**src/rtl/cm_scheduler.sv**
```systemverilog
// ---------------------------------------------------------------------------
// cm_scheduler
// Shares one combinational custom_matrix block between NREQ requesters.
// A round-robin arbiter grants one requester while idle, its operand is
// presented on cm_in, the matrix result is registered one cycle later and
// held on the response port until the consumer takes it.
//
// Ports
//   clk        : clock, all state changes on the rising edge
//   rst_n      : asynchronous active-low reset
//   req_valid  : per-requester operand valid            [NREQ]
//   req_data   : operands, requester i at [i*W +: W]     [NREQ*W]
//   req_ready  : one-hot accept strobe (IDLE only)       [NREQ]
//   cm_in      : operand driven to the shared matrix     [W]
//   cm_out     : combinational matrix result             [W]
//   rsp_valid  : response valid
//   rsp_data   : registered matrix result                [W]
//   rsp_id     : requester that owns rsp_data            [2]
//   rsp_ready  : consumer accepts the response
//   busy       : FSM is not in IDLE
//   op_count   : completed operations, wraps mod 256     [8]
// ---------------------------------------------------------------------------
module cm_scheduler #(
    parameter int NREQ = 4,
    parameter int W    = 4
) (
    input  logic              clk,
    input  logic              rst_n,
    input  logic [NREQ-1:0]   req_valid,
    input  logic [NREQ*W-1:0] req_data,
    output logic [NREQ-1:0]   req_ready,
    output logic [W-1:0]      cm_in,
    input  logic [W-1:0]      cm_out,
    output logic              rsp_valid,
    output logic [W-1:0]      rsp_data,
    output logic [1:0]        rsp_id,
    input  logic              rsp_ready,
    output logic              busy,
    output logic [7:0]        op_count
);

    typedef enum logic [1:0] {
        S_IDLE  = 2'd0,
        S_ISSUE = 2'd1,
        S_RESP  = 2'd2
    } state_t;

    state_t         r_state;
    logic [1:0]     r_rr_ptr;
    logic [W-1:0]   r_operand;
    logic [W-1:0]   r_rsp_data;
    logic [1:0]     r_rsp_id;
    logic           r_rsp_valid;
    logic [7:0]     r_op_count;
    // Low for the first cycle after reset release so no request is
    // accepted before the first clock edge has been seen.
    logic           r_armed;

    logic [3:0]     w_valid4;
    logic [3:0]     w_ready4;
    logic           w_found;
    logic [1:0]     w_winner;
    logic [W-1:0]   w_win_data;
    logic           w_accept;
    logic [1:0]     w_next_ptr;

    // Widen the request vector to the 4-entry maximum so the search can
    // index it with a fixed 2-bit index for any legal NREQ.
    always_comb begin
        w_valid4             = '0;
        w_valid4[NREQ-1:0]   = req_valid;
    end

    // Round-robin search: starting at r_rr_ptr, the first valid index wins.
    always_comb begin : rr_search
        logic [2:0] idx;
        idx      = '0;
        w_found  = 1'b0;
        w_winner = r_rr_ptr;
        for (int k = 0; k < NREQ; k++) begin
            idx = {1'b0, r_rr_ptr} + 3'(k);
            if (idx >= 3'(NREQ)) begin
                idx = idx - 3'(NREQ);
            end
            if (!w_found && w_valid4[idx[1:0]]) begin
                w_found  = 1'b1;
                w_winner = idx[1:0];
            end
        end
    end

    always_comb begin
        w_win_data = req_data[int'(w_winner)*W +: W];
    end

    assign w_accept = (r_state == S_IDLE) && r_armed && w_found;

    always_comb begin
        w_ready4 = '0;
        if (w_accept) begin
            w_ready4[w_winner] = 1'b1;
        end
    end

    // Pointer moves to the requester after the one just served.
    assign w_next_ptr = (r_rsp_id == 2'(NREQ - 1)) ? 2'd0 : (r_rsp_id + 2'd1);

    always_ff @(posedge clk or negedge rst_n) begin
        if (!rst_n) begin
            r_state     <= S_IDLE;
            r_rr_ptr    <= '0;
            r_operand   <= '0;
            r_rsp_data  <= '0;
            r_rsp_id    <= '0;
            r_rsp_valid <= 1'b0;
            r_op_count  <= '0;
            r_armed     <= 1'b0;
        end else begin
            r_armed <= 1'b1;
            case (r_state)
                S_IDLE: begin
                    if (w_accept) begin
                        r_operand <= w_win_data;
                        r_rsp_id  <= w_winner;
                        r_state   <= S_ISSUE;
                    end
                end
                S_ISSUE: begin
                    r_rsp_data  <= cm_out;
                    r_rsp_valid <= 1'b1;
                    r_state     <= S_RESP;
                end
                S_RESP: begin
                    if (rsp_ready) begin
                        r_rsp_valid <= 1'b0;
                        r_rr_ptr    <= w_next_ptr;
                        r_op_count  <= r_op_count + 8'd1;
                        r_state     <= S_IDLE;
                    end
                end
                default: begin
                    r_state <= S_IDLE;
                end
            endcase
        end
    end

    assign req_ready = w_ready4[NREQ-1:0];
    assign cm_in     = r_operand;
    assign rsp_valid = r_rsp_valid;
    assign rsp_data  = r_rsp_data;
    assign rsp_id    = r_rsp_id;
    assign busy      = (r_state != S_IDLE);
    assign op_count  = r_op_count;

endmodule

```
**config.mk**
```make
export PLATFORM = sky130hd
export DESIGN_NAME = cm_scheduler
export DESIGN_NICKNAME = d
export VERILOG_FILES = /design/src/rtl/cm_scheduler.sv
export SDC_FILE = /design/constraint.sdc
export NUM_CORES = 1
export LEC_CHECK = 0
export ABC_AREA = 1
export CORE_MARGIN = 5
export CORE_UTILIZATION = 46
export DETAILED_ROUTE_END_ITERATION = 12
export PLACE_DENSITY = 0.82
export SLEW_MARGIN = 0
export SYNTH_ARGS = -nofsm -noshare
export SYNTH_HDL_FRONTEND = slang
export SYNTH_SLANG_ARGS = --single-unit
```
**constraint.sdc**
```tcl
create_clock -name clk -period 2.7 [get_ports clk]
set_clock_uncertainty 0.1 [all_clocks]
set_input_delay 0.54 -clock clk [delete_from_list [all_inputs] [get_ports clk]]
set_output_delay 0.54 -clock clk [all_outputs]
set_load 0.05 [all_outputs]
```
Word-level counts from Yosys, hierarchy flattened
Cells that the tools add are included.
Widths: inputs -> output; s select.
- flip-flop bits (word level): 24
- input port bits: 27
- word-level logic and storage cells: 78
- add/sub/neg operators: 9
- $lt $le $gt $ge: 10
- equality and inequality tests: 5
- shifts and indexed selects: 1
- muxes and demuxes: 29
- reductions and logical operators: 16
- operators with widths (kind ; number):
    $mux 2 ; 11
    $shiftx 16x5->4 ; 1
    $lt 2x3->1 const B ; 5
    $mux 1 ; 10
    $ge 3x3->1 const B ; 3
    $add 8x1->8 const B ; 1
    $bmux 1 s2 ; 4
    $reduce_and 2->1 ; 4
    $sub 2x1->2 const B ; 4
    $add 2x2->3 const B ; 2
    $logic_and 1x1->1 ; 6
    $pmux 2 s3 ; 1
    $eq 2x2->1 const B ; 2
    $mux 4 ; 1
    $ne 2x2->1 const B ; 2
    $reduce_bool 2->1 ; 2
    $add 2x1->3 const B ; 1
    $ge 2x3->1 const B ; 1
    $logic_not 1->1 ; 3
    $add 2x1->2 const B ; 1
    $demux 1 s2 ; 1
    $eq 2x1->1 const B ; 1
    $ge 2x1->1 const B ; 1
    $logic_not 2->1 ; 1
    $pmux 1 s2 ; 1

Depth between registers and ports, before layout
Gate-level depths: netlist (run 1).
- word-level depth: 19
- depth in mapped cells: 16
- gate-level depth less buffers: 15

Worst setup path after synthesis (run 1)
Ideal clock, no wire load.
- kind: flip-flop to output port
- start point: register r_rr_ptr[1]
- end point: output req_ready[0]
- data arrival time: 2431 ps
- required time: 2060 ps
- setup slack: -371 ps
- cell stages (with the launch flop): 11
- cell sequence: dfrtp_1 -> buf_2 -> inv_2 -> nand2_1 -> nand2_1 -> nand2_1 -> nand2_2 -> nand4_4 -> nand2_2 -> nand2_1 -> nor3_1
- word-level cells in the longest chain between the ends: 19
- elaborated cells between the ends (all ways): 44
- those cells by class: 7 x add/sub; 6 x order compare; 23 x mux; 8 x reduce/logical
- ends and longest elaborated chain (element ; line ; source):
    start, declared ; 49 ; logic [1:0] r_rr_ptr;
    start signal, assigned ; 136 ; r_rr_ptr <= w_next_ptr;
    branches (longest 18 deep; another with $add 2x1->3) ; n/a ;
    $mux 4 (*) ; 100 ; if (w_accept) begin
    end, declared ; 31 ; output logic [NREQ-1:0] req_ready,
Mark *: on every way between the ends. The select of a mux whose other input is x is not followed.

Worst setup path in the final report (run 1)
- start point: register r_rr_ptr[0]
- end point: output req_ready[3]
The elaborated chain is that of the path after synthesis.

==> flow_summary.yaml, run 1 <==
cells_and_area:
  synthToLayoutAreaGrowth_pct: 76.49
  final_cell_mix: "74 x nand2_1, 42 x clkdlybuf4s50_1, 32 x buf_4, 24 x nand3_1, 22 x dfrtp_1"
  drive_gt1_share_pct: 35.64
  num-nets-final: 333
  antenna_cells: 0
  final_common_cell: "nand2_1"
  fin_util_pct: 82.58
yosys:
  synthesis.nets: 244
  ys_types: 26
  yosysWarnings: 0
  post-synth-top-area-cell: "dfrtp_1"
  ys_seq_elements: 24
  avgSynthCellArea_um2: 7.205
  synth-seq-area-share_pct: 38.77
  synth_top_cells_by_area: "dfrtp_1 39%, nand2_1 24%, nand3_1 10%, nand2_2 4.4%, inv_1 2.9%"
  synth_top_area_share_pct: 38.77
  synth_area_mm2: 0.001549
  syn_inst: 215
sta:
  layout_min_cycle_time_ns: 2.788
  holdWs_ns: 0.3924
  tightestPinTransition_ns: 0.5270
  maxSlewViolCount: 0
  period_share_pct: 103.3
  final.setup.worst_slack_ns: -0.08806
  slew-limit-headroom_pct: 64.75
  rsz0062_at_grt: "true"
  setup_viol_count_final: 4
  fmax_mhz: 358.7
  setup_tns_ns: -0.2760
  hold_violations: 0
grt:
  grt.overflow.total: 0
  grt_antenna_before_repair: 0
  grt_pass1_wl_um: 7748
  grt_max_degree: 25
  grt_usage_pct: 22.15
  grt_pass1_vias: 1762
clock_tree:
  root_buffer: "clkbuf_4"
  worstSkewPairLatency_ns: 0.31
  cts_sinks: 24
  numCtsBuffers: 3
  htreeDepth: 1
  clk_path_buf_depth: 2
  cts_tree: "yes"
  clk_pin_slew_ns: 0.12
  cts_hold_buffers: 0
run:
  maxCapViolCount: 0
worst_setup_path:
  cp-start-kind: "flop"
  cp.buffers_inverters: 3
  worst-endpoint-arrival_ns: 2.15
  cp_num_cells: 13
  cp_slowest_cell: "dfrtp_2"
  rr_endpoint: "cm_in[1]$_DFFE_PN0P_"
  cp-end-kind: "primary output"
  cp-startpoint: "r_rr_ptr[0]$_DFFE_PN0P_"
  required_ns: 2.06
  reg2reg_slack_ns: 0.55
  endpoint: "req_ready[3]"
  worstPathMaxFanout: 6
  rr_worst_depth: 14
  crit_top_cell: "nand2_4"
  critPathMaxStageDelay_ns: 0.48
  crit_family: "simple AND/OR/NAND/NOR gates"
  r2r-start: "r_rr_ptr[0]$_DFFE_PN0P_"
  crit_chain: "buf_6, nand2_2, nand2_4, nand2_4, nand2_8, nor2_4, nand2_2, o21a_1, nand2_4, inv_4, nand2_4, nor2_4, buf_12"
  crit_type: "reg -> out"
floorplan:
  placementRows: 21
  die_area_mm2: 0.004628
  start_util_pct: 46.79
  die_y_um: 68.03
  coreArea_mm2: 0.003311
  ioPinCount: 51
  die_w_um: 68.03
place:
  io_buffers: 50
  finalWeightedCongestion: 0.8232
  hpwl_um: 2915
route:
  drt_wl_total_um: 5299
  wl_per_cell_um: 15.18
  vias: 1815
  routed_via_density: 5.201
  drtIter0Drc: 158
  firstDrtPassIters: 4
  antenna_left: 0
  drc: 0
status:
  outcome: "complete, but fails checks"
  violations: "setup timing"
worst_hold_path:
  holdCritStartpoint: "op_count[7]$_DFFE_PN0P_"
  hold_class: "reg -> reg"
-- stage by stage --
stage,cells,setup slack (ns),cell area [um^2]
2_1_floorplan,215,-0.003860,1556
3_3_place_gp,321,-0.1777,2228
3_5_place_dp,321,-0.2141,2228
4_1_cts,344,-0.02103,2550
5_1_grt,349,-0.2183,2734
6_report,349,-0.08806,2734
-- synthesized netlist by cell type --
library cell  instances
conb_1                1
ha_1                  2
dfrtp_1              24
nand4_4               1
nand3_1              31
nand2_1              97
buf_2                 1
nand4_2               2
inv_1                12
o31ai_1               1
nor2_4                1
nand3_2               1
nand4_1               1
o21a_1                1
nor3_1                2
nand2_4               1
xor2_1                3
o21ai_0               1
inv_2                 4
nand2_2              11
clkinv_1              1
buf_6                 1
nor2_1                6
buf_4                 1
xnor2_1               4
mux2_2                4
-- registers in the layout, summed over array words and instances (netlist names) --
name and flops:
cm_in 4, op_count 8, r_armed 1, r_rr_ptr 2
r_state 2, rsp_data 4, rsp_id 2, rsp_valid 1
-- cell type report --
cell class                      instances  area, um^2
Clock buffer                            4       36.28
Fill cell                             206       576.8
Inverter                               17       76.32
Multi-Input combinational cell        171        1130
Sequential cell                        24       603.1
Tap cell                               46       57.56
Timing Repair Buffer                   86       823.3
Timing Repair inverter                  1       7.507
-- what timing repair did --
action	in CTS	in global routing
gates cloned	2	0
hold endpoints to repair	0	0
buffers inserted	17	5
setup endpoints to repair	4	4
gates resized for setup	42	34
pin swaps	18	26
-- worst min-delay path by stage --
stage                                    to  slack (ns)  cells past startpoint
floorplan              cm_in[0]$_DFFE_PN0P_        0.14                      0
global placement      rsp_valid$_DFFE_PN0P_        0.36                      2
detailed placement  op_count[7]$_DFFE_PN0P_        0.37                      1
CTS                 op_count[7]$_DFFE_PN0P_        0.39                      1
global route        op_count[7]$_DFFE_PN0P_        0.42                      1
finish              op_count[7]$_DFFE_PN0P_        0.39                      1
-- kinds of logic (layout without fill, tap and decap cells) --
logic type                 count (synthesis)  after routing  synth area share (%)
xor gates and xnor gates                   7              7                 3.958
buffers and inverters                     20            108                 5.653
AOI/OAI and AO/OA                          3              3                 1.292
adders and majority gates                  2              2                 1.615
muxes                                      4              4                 2.908
other                                      1              1                0.2421
DFF                                       24             24                 38.77
and+or+nand+nor                          154            154                 45.56
-- routing by layer --
| layer | vias to the layer above | global-route usage (%) | wire length [um] | share of wire, % |
|---|---|---|---|---|
| met4 | 0 | 11.91 | 214 | 4.0 |
| li1 | 858 | - | - | - |
| met5 | - | 0 | 0 | 0 |
| met1 | 833 | 25.44 | 2100 | 40 |
| met3 | 25 | 5.911 | 434 | 8.2 |
| met2 | 99 | 37.30 | 2549 | 48 |
Power of run 1 is left out: the tool's default activity adds up to more than one toggle a clock period on the data nets, which glitch-free logic cannot reach.
==> inputs of run 2 (changes only) <==
SKIP_LAST_GASP = 1   (was default)
==> run 2 against run 1 <==
Effect of this change: the run still ends with setup timing left; non-clock buffer count is the same; routed wire length is essentially flat; via count shrank 0.28%; worst setup slack is essentially flat; critical endpoint unchanged.
==> flow_summary.yaml, run 2 (same netlist as run 1, synthesis figures left out) <==
route:
  drc: 0
  antenna_left: 0
  firstDrtPassIters: 4
  vias: 1810
  routed_via_density: 5.186
  drt_wl_total_um: 5303
  drtIter0Drc: 174
  wl_per_cell_um: 15.19
worst_setup_path:
  worst-endpoint-arrival_ns: 2.15
  crit_chain: "buf_6, nand2_2, nand2_4, nand2_4, nand2_8, nor2_4, nand2_2, o21a_1, nand2_4, inv_4, nand2_4, nor2_4, buf_12"
  rr_worst_depth: 14
  cp_num_cells: 13
  crit_type: "reg -> out"
  cp.buffers_inverters: 3
  reg2reg_slack_ns: 0.55
  cp-end-kind: "primary output"
  crit_family: "simple AND/OR/NAND/NOR gates"
  r2r-start: "r_rr_ptr[0]$_DFFE_PN0P_"
  endpoint: "req_ready[3]"
  cp-start-kind: "flop"
  rr_endpoint: "cm_in[1]$_DFFE_PN0P_"
  cp-startpoint: "r_rr_ptr[0]$_DFFE_PN0P_"
  required_ns: 2.06
  crit_top_cell: "nand2_4"
  cp_slowest_cell: "dfrtp_2"
  critPathMaxStageDelay_ns: 0.48
  worstPathMaxFanout: 6
sta:
  layout_min_cycle_time_ns: 2.788
  fmax_mhz: 358.7
  hold_violations: 0
  tightestPinTransition_ns: 0.5271
  holdWs_ns: 0.3924
  setup_viol_count_final: 4
  rsz0062_at_grt: "true"
  final.setup.worst_slack_ns: -0.08797
  slew-limit-headroom_pct: 64.75
  maxSlewViolCount: 0
  period_share_pct: 103.3
clock_tree:
  cts_tree: "yes"
  clk_pin_slew_ns: 0.12
  clk_path_buf_depth: 2
  htreeDepth: 1
  cts_sinks: 24
  root_buffer: "clkbuf_4"
  worstSkewPairLatency_ns: 0.31
  numCtsBuffers: 3
  cts_hold_buffers: 0
cells_and_area:
  final_common_cell: "nand2_1"
  synthToLayoutAreaGrowth_pct: 76.49
  antenna_cells: 0
  final_cell_mix: "74 x nand2_1, 42 x clkdlybuf4s50_1, 32 x buf_4, 24 x nand3_1, 22 x dfrtp_1"
  regArea_um2: 603.1
  drive_gt1_share_pct: 35.64
  multi_input_area_mm2: 0.001130
  largest_register_ffs: 8
  fill_cells: 206
  num-nets-final: 333
  final_cell_count_no_fill: 349
grt:
  grt-busiest-layer: "met2"
  met1_usage_pct: 25.44
  met3_usage_pct: 5.911
  grt.overflow.total: 0
  grt_pass1_vias: 1762
  grt_usage_pct: 22.15
  grt_antenna_before_repair: 0
  grt_max_degree: 25
  use_met2_pct: 37.30
  grt_pass1_wl_um: 7748
worst_hold_path:
  hold_class: "reg -> reg"
run:
  maxCapViolCount: 0
floorplan:
  start_util_pct: 46.79
  ioPinCount: 51
  die_y_um: 68.03
  placementRows: 21
  die_area_mm2: 0.004628
  coreArea_mm2: 0.003311
  die_w_um: 68.03
place:
  dp.cells: 321
  finalWeightedCongestion: 0.8232
  hpwl_um: 2915
  io_buffers: 50
status:
  outcome: "complete, but fails checks"
  violations: "setup timing"
run 2: cell counts in the layout (fill, tap and decap cells not counted):
Identical to the previous run, type by type.
run 2: final cells by class:
cell class,count,share of cell area (%)
clock buffer,4,1.327
inverter,17,2.792
timing repair buffer,86,30.11
sequential,24,22.06
multi-input combinational,171,41.33
timing repair inverter,1,0.2746
tap,46,2.105
run 2: stage by stage:
stage | utilization (%) | worst slack (ns) | setup TNS (ns) | area (um^2)
6_report | 82.58 | -0.08797 | -0.2765 | 2734
5_1_grt | 82.58 | -0.2183 | -0.7808 | 2734
4_1_cts | 77.02 | -0.02103 | -0.07080 | 2550
3_5_place_dp | 67.31 | -0.2141 | -0.7747 | 2228
3_3_place_gp | 67.31 | -0.1777 | -0.6229 | 2228
2_1_floorplan | - | -0.003860 | -0.007721 | 1556
run 2: worst min-delay path by stage:
stage,from,to,depth (start not counted)
5_1_grt,op_count[7]$_DFFE_PN0P_,op_count[7]$_DFFE_PN0P_,1
3_3_place_gp,rsp_valid$_DFFE_PN0P_,rsp_valid$_DFFE_PN0P_,2
4_1_cts,op_count[7]$_DFFE_PN0P_,op_count[7]$_DFFE_PN0P_,1
6_report,op_count[7]$_DFFE_PN0P_,op_count[7]$_DFFE_PN0P_,1
3_5_place_dp,op_count[7]$_DFFE_PN0P_,op_count[7]$_DFFE_PN0P_,1
2_1_floorplan,rst_n,cm_in[0]$_DFFE_PN0P_,0
run 2: metal layers:
layer / vias up / part of all wire [%]
li1: 858 / -
met2: 95 / 48
met1: 832 / 40
met5: - / 0
met4: 0 / 4.0
met3: 25 / 7.7
run 2: what timing repair did:
action	in CTS	in global routing
buffers inserted	17	5
resized for setup	42	34
pin swaps	18	25
cloned	2	0
setup endpoints to repair	4	4
Power of run 2 is left out for the same reason.
==> inputs of run 3 (changes only) <==
CORE_UTILIZATION = 41   (was 46)
PLACE_DENSITY = 0.78   (was 0.82)
clock period = 2.25 ns   (was 2.7 ns; I/O delays follow)
==> run 3 against run 2 <==
Effect of this change: the flow still finishes with violations (setup timing); worst setup slack worse by 0.26 ns; via count fell by 4.3%; critical path type unchanged; routed wire length fell by 15%; clock-buffer cell count down 1; global-route usage fell by 5.1 points; register-to-register slack lost 0.43 ns; utilization shrank 10 points.
==> flow_summary.yaml, run 3 (same netlist as run 1, synthesis figures left out) <==
clock_tree:
  clk_pin_slew_ns: 0.08
  cts_tree: "yes"
  htreeDepth: 1
  worstSkewPairLatency_ns: 0.25
  root_buffer: "clkbuf_8"
  numCtsBuffers: 3
  cts_sinks: 24
  cts_hold_buffers: 0
  clk_path_buf_depth: 2
sta:
  fmax_mhz: 385.3
  hold_violations: 0
  final.setup.worst_slack_ns: -0.3455
  rsz0062_at_grt: "true"
  slew-limit-headroom_pct: 64.18
  period_share_pct: 115.4
  setup_viol_count_final: 4
  tightestPinTransition_ns: 0.5356
  maxSlewViolCount: 0
  layout_min_cycle_time_ns: 2.595
status:
  outcome: "complete, but fails checks"
  violations: "setup timing"
power:
  combinationalPowerShare_pct: 78.9
  switching_share_pct: 52.40
  power_uw: 4691
  seq_power_share_pct: 16.1
  power_density_mw_per_mm2: 1768
  switchingPower_uw: 2458
  peakVddDrop_uv: 1056
  pwr-share-clk_pct: 5.0
  p_int_uw: 2233
  total_leakage_power_uw: 0.001358
grt:
  grt.overflow.total: 0
  grt_antenna_before_repair: 0
  grt_max_degree: 25
  grt_pass1_vias: 1660
  grt_usage_pct: 17.05
  grt_pass1_wl_um: 7231
floorplan:
  ioPinCount: 51
  start_util_pct: 42.31
  die_area_mm2: 0.005107
  die_w_um: 71.47
  die_y_um: 71.47
  coreArea_mm2: 0.003661
  placementRows: 22
run:
  maxCapViolCount: 0
place:
  io_buffers: 50
  finalWeightedCongestion: 0.8160
  dp.cells: 333
  dpl_cell_area_mm2: 0.002350
  post-place-ws_ns: -0.4401
  hpwl_um: 3073
route:
  firstDrtPassIters: 6
  wl_per_cell_um: 12.83
  antenna_left: 0
  drc: 0
  routed_via_density: 4.934
  vias: 1732
  drt_wl_total_um: 4505
  drtIter0Drc: 130
cells_and_area:
  final_cell_mix: "81 x nand2_1, 41 x clkdlybuf4s50_1, 34 x buf_4, 25 x nand3_1, 23 x dfrtp_1"
  fin_area_mm2: 0.002654
  final_cell_count_no_fill: 351
  drive_gt1_share_pct: 32.67
  final_common_cell: "nand2_1"
  largest_register_ffs: 8
  antenna_cells: 0
  synthToLayoutAreaGrowth_pct: 71.32
  fin_util_pct: 72.49
  num-nets-final: 334
worst_setup_path:
  cp-end-kind: "primary output"
  worstPathMaxFanout: 7
  worst-endpoint-arrival_ns: 2.05
  required_ns: 1.70
  cp-start-kind: "flop"
  crit_type: "reg -> out"
worst_hold_path:
  hold_class: "reg -> reg"
## run 3: cell count changes in the layout (fill, tap and decap cells not counted), sizes merged
cell	before	now
clkbuf	4	3
dlygate4sd2	4	5
clkdlybuf4s50	42	41
buf	40	41
## run 3: power by group through the flow
stage | Combinational [uW] | Clock [uW] | Sequential, uW
final | 3700 | 236 | 754
after global routing | 3980 | 267 | 786
after CTS | 3370 | 247 | 746
after detailed placement | 3070 | 0 | 744
after global placement | 3050 | 0 | 735
after floorplan | 1540 | 0 | 1200
## run 3: metrics by stage
| step | hold WS (ns) | setup TNS (ns) |
|---|---|---|
| finish | 0.3859 | -1.283 |
| CTS | 0.3901 | -1.273 |
| floorplan | 0.05441 | -0.1338 |
| detailed placement | 0.3708 | -2.164 |
| global route | 0.4062 | -1.705 |
| global placement | 0.3541 | -2.021 |
## run 3: final timing paths
path / end / from / slack (ns) / depth (start not counted)
hold reg to reg: cm_in[2]$_DFFE_PN0P_ / cm_in[2]$_DFFE_PN0P_ / 0.39 / 2
hold / removal: cm_in[2]$_DFFE_PN0P_ / cm_in[2]$_DFFE_PN0P_ / 0.39 / 2
max in group asynchronous: r_rr_ptr[0]$_DFFE_PN0P_ / rst_n / 1.36 / 2
setup reg to reg: cm_in[1]$_DFFE_PN0P_ / r_rr_ptr[0]$_DFFE_PN0P_ / 0.12 / 15
setup / recovery: req_ready[1] / r_rr_ptr[0]$_DFFE_PN0P_ / -0.35 / 12
min in group asynchronous: rsp_valid$_DFFE_PN0P_ / rst_n / 0.44 / 2
## run 3: area by class of cell
class	count	area, um^2
clock buffer	3	41.29
fill	279	1007
inverter	17	70.07
multi-input combinational	171	1041
timing repair buffer	87	832.0
timing repair inverter	1	7.507
sequential	24	601.8
tap	48	60.06
## run 3: repair_timing
action	in CTS	in global routing
resized for setup	19	24
cloned	0	1
setup buffers	9	5
pin swaps	10	19
setup endpoints to repair	5	8
endpoints found under the hold margin	0	0
## run 3: worst max-delay path, stage by stage, from the launching register on
cell and delay [ns]:
dfrtp_2 0.46, buf_6 0.16, nand2_1 0.10, nand3_2 0.11, nand2_4 0.15, nand2_4 0.06
nand2_1 0.10, nand3_2 0.08, nand3_2 0.10, nand2_4 0.10, buf_12 0.14, nor2_4 0.10
buf_12 0.14
## run 3: metal layers
metal / up-vias / track usage [%] / share of wire, %
met1: 815 / 20.99 / 39
met4: 0 / 1.670 / 0
met3: 0 / 5.189 / 8.1
met5: - / 0 / 0
li1: 856 / - / -
met2: 61 / 30.31 / 53
Power figures use the tool's default switching activity.
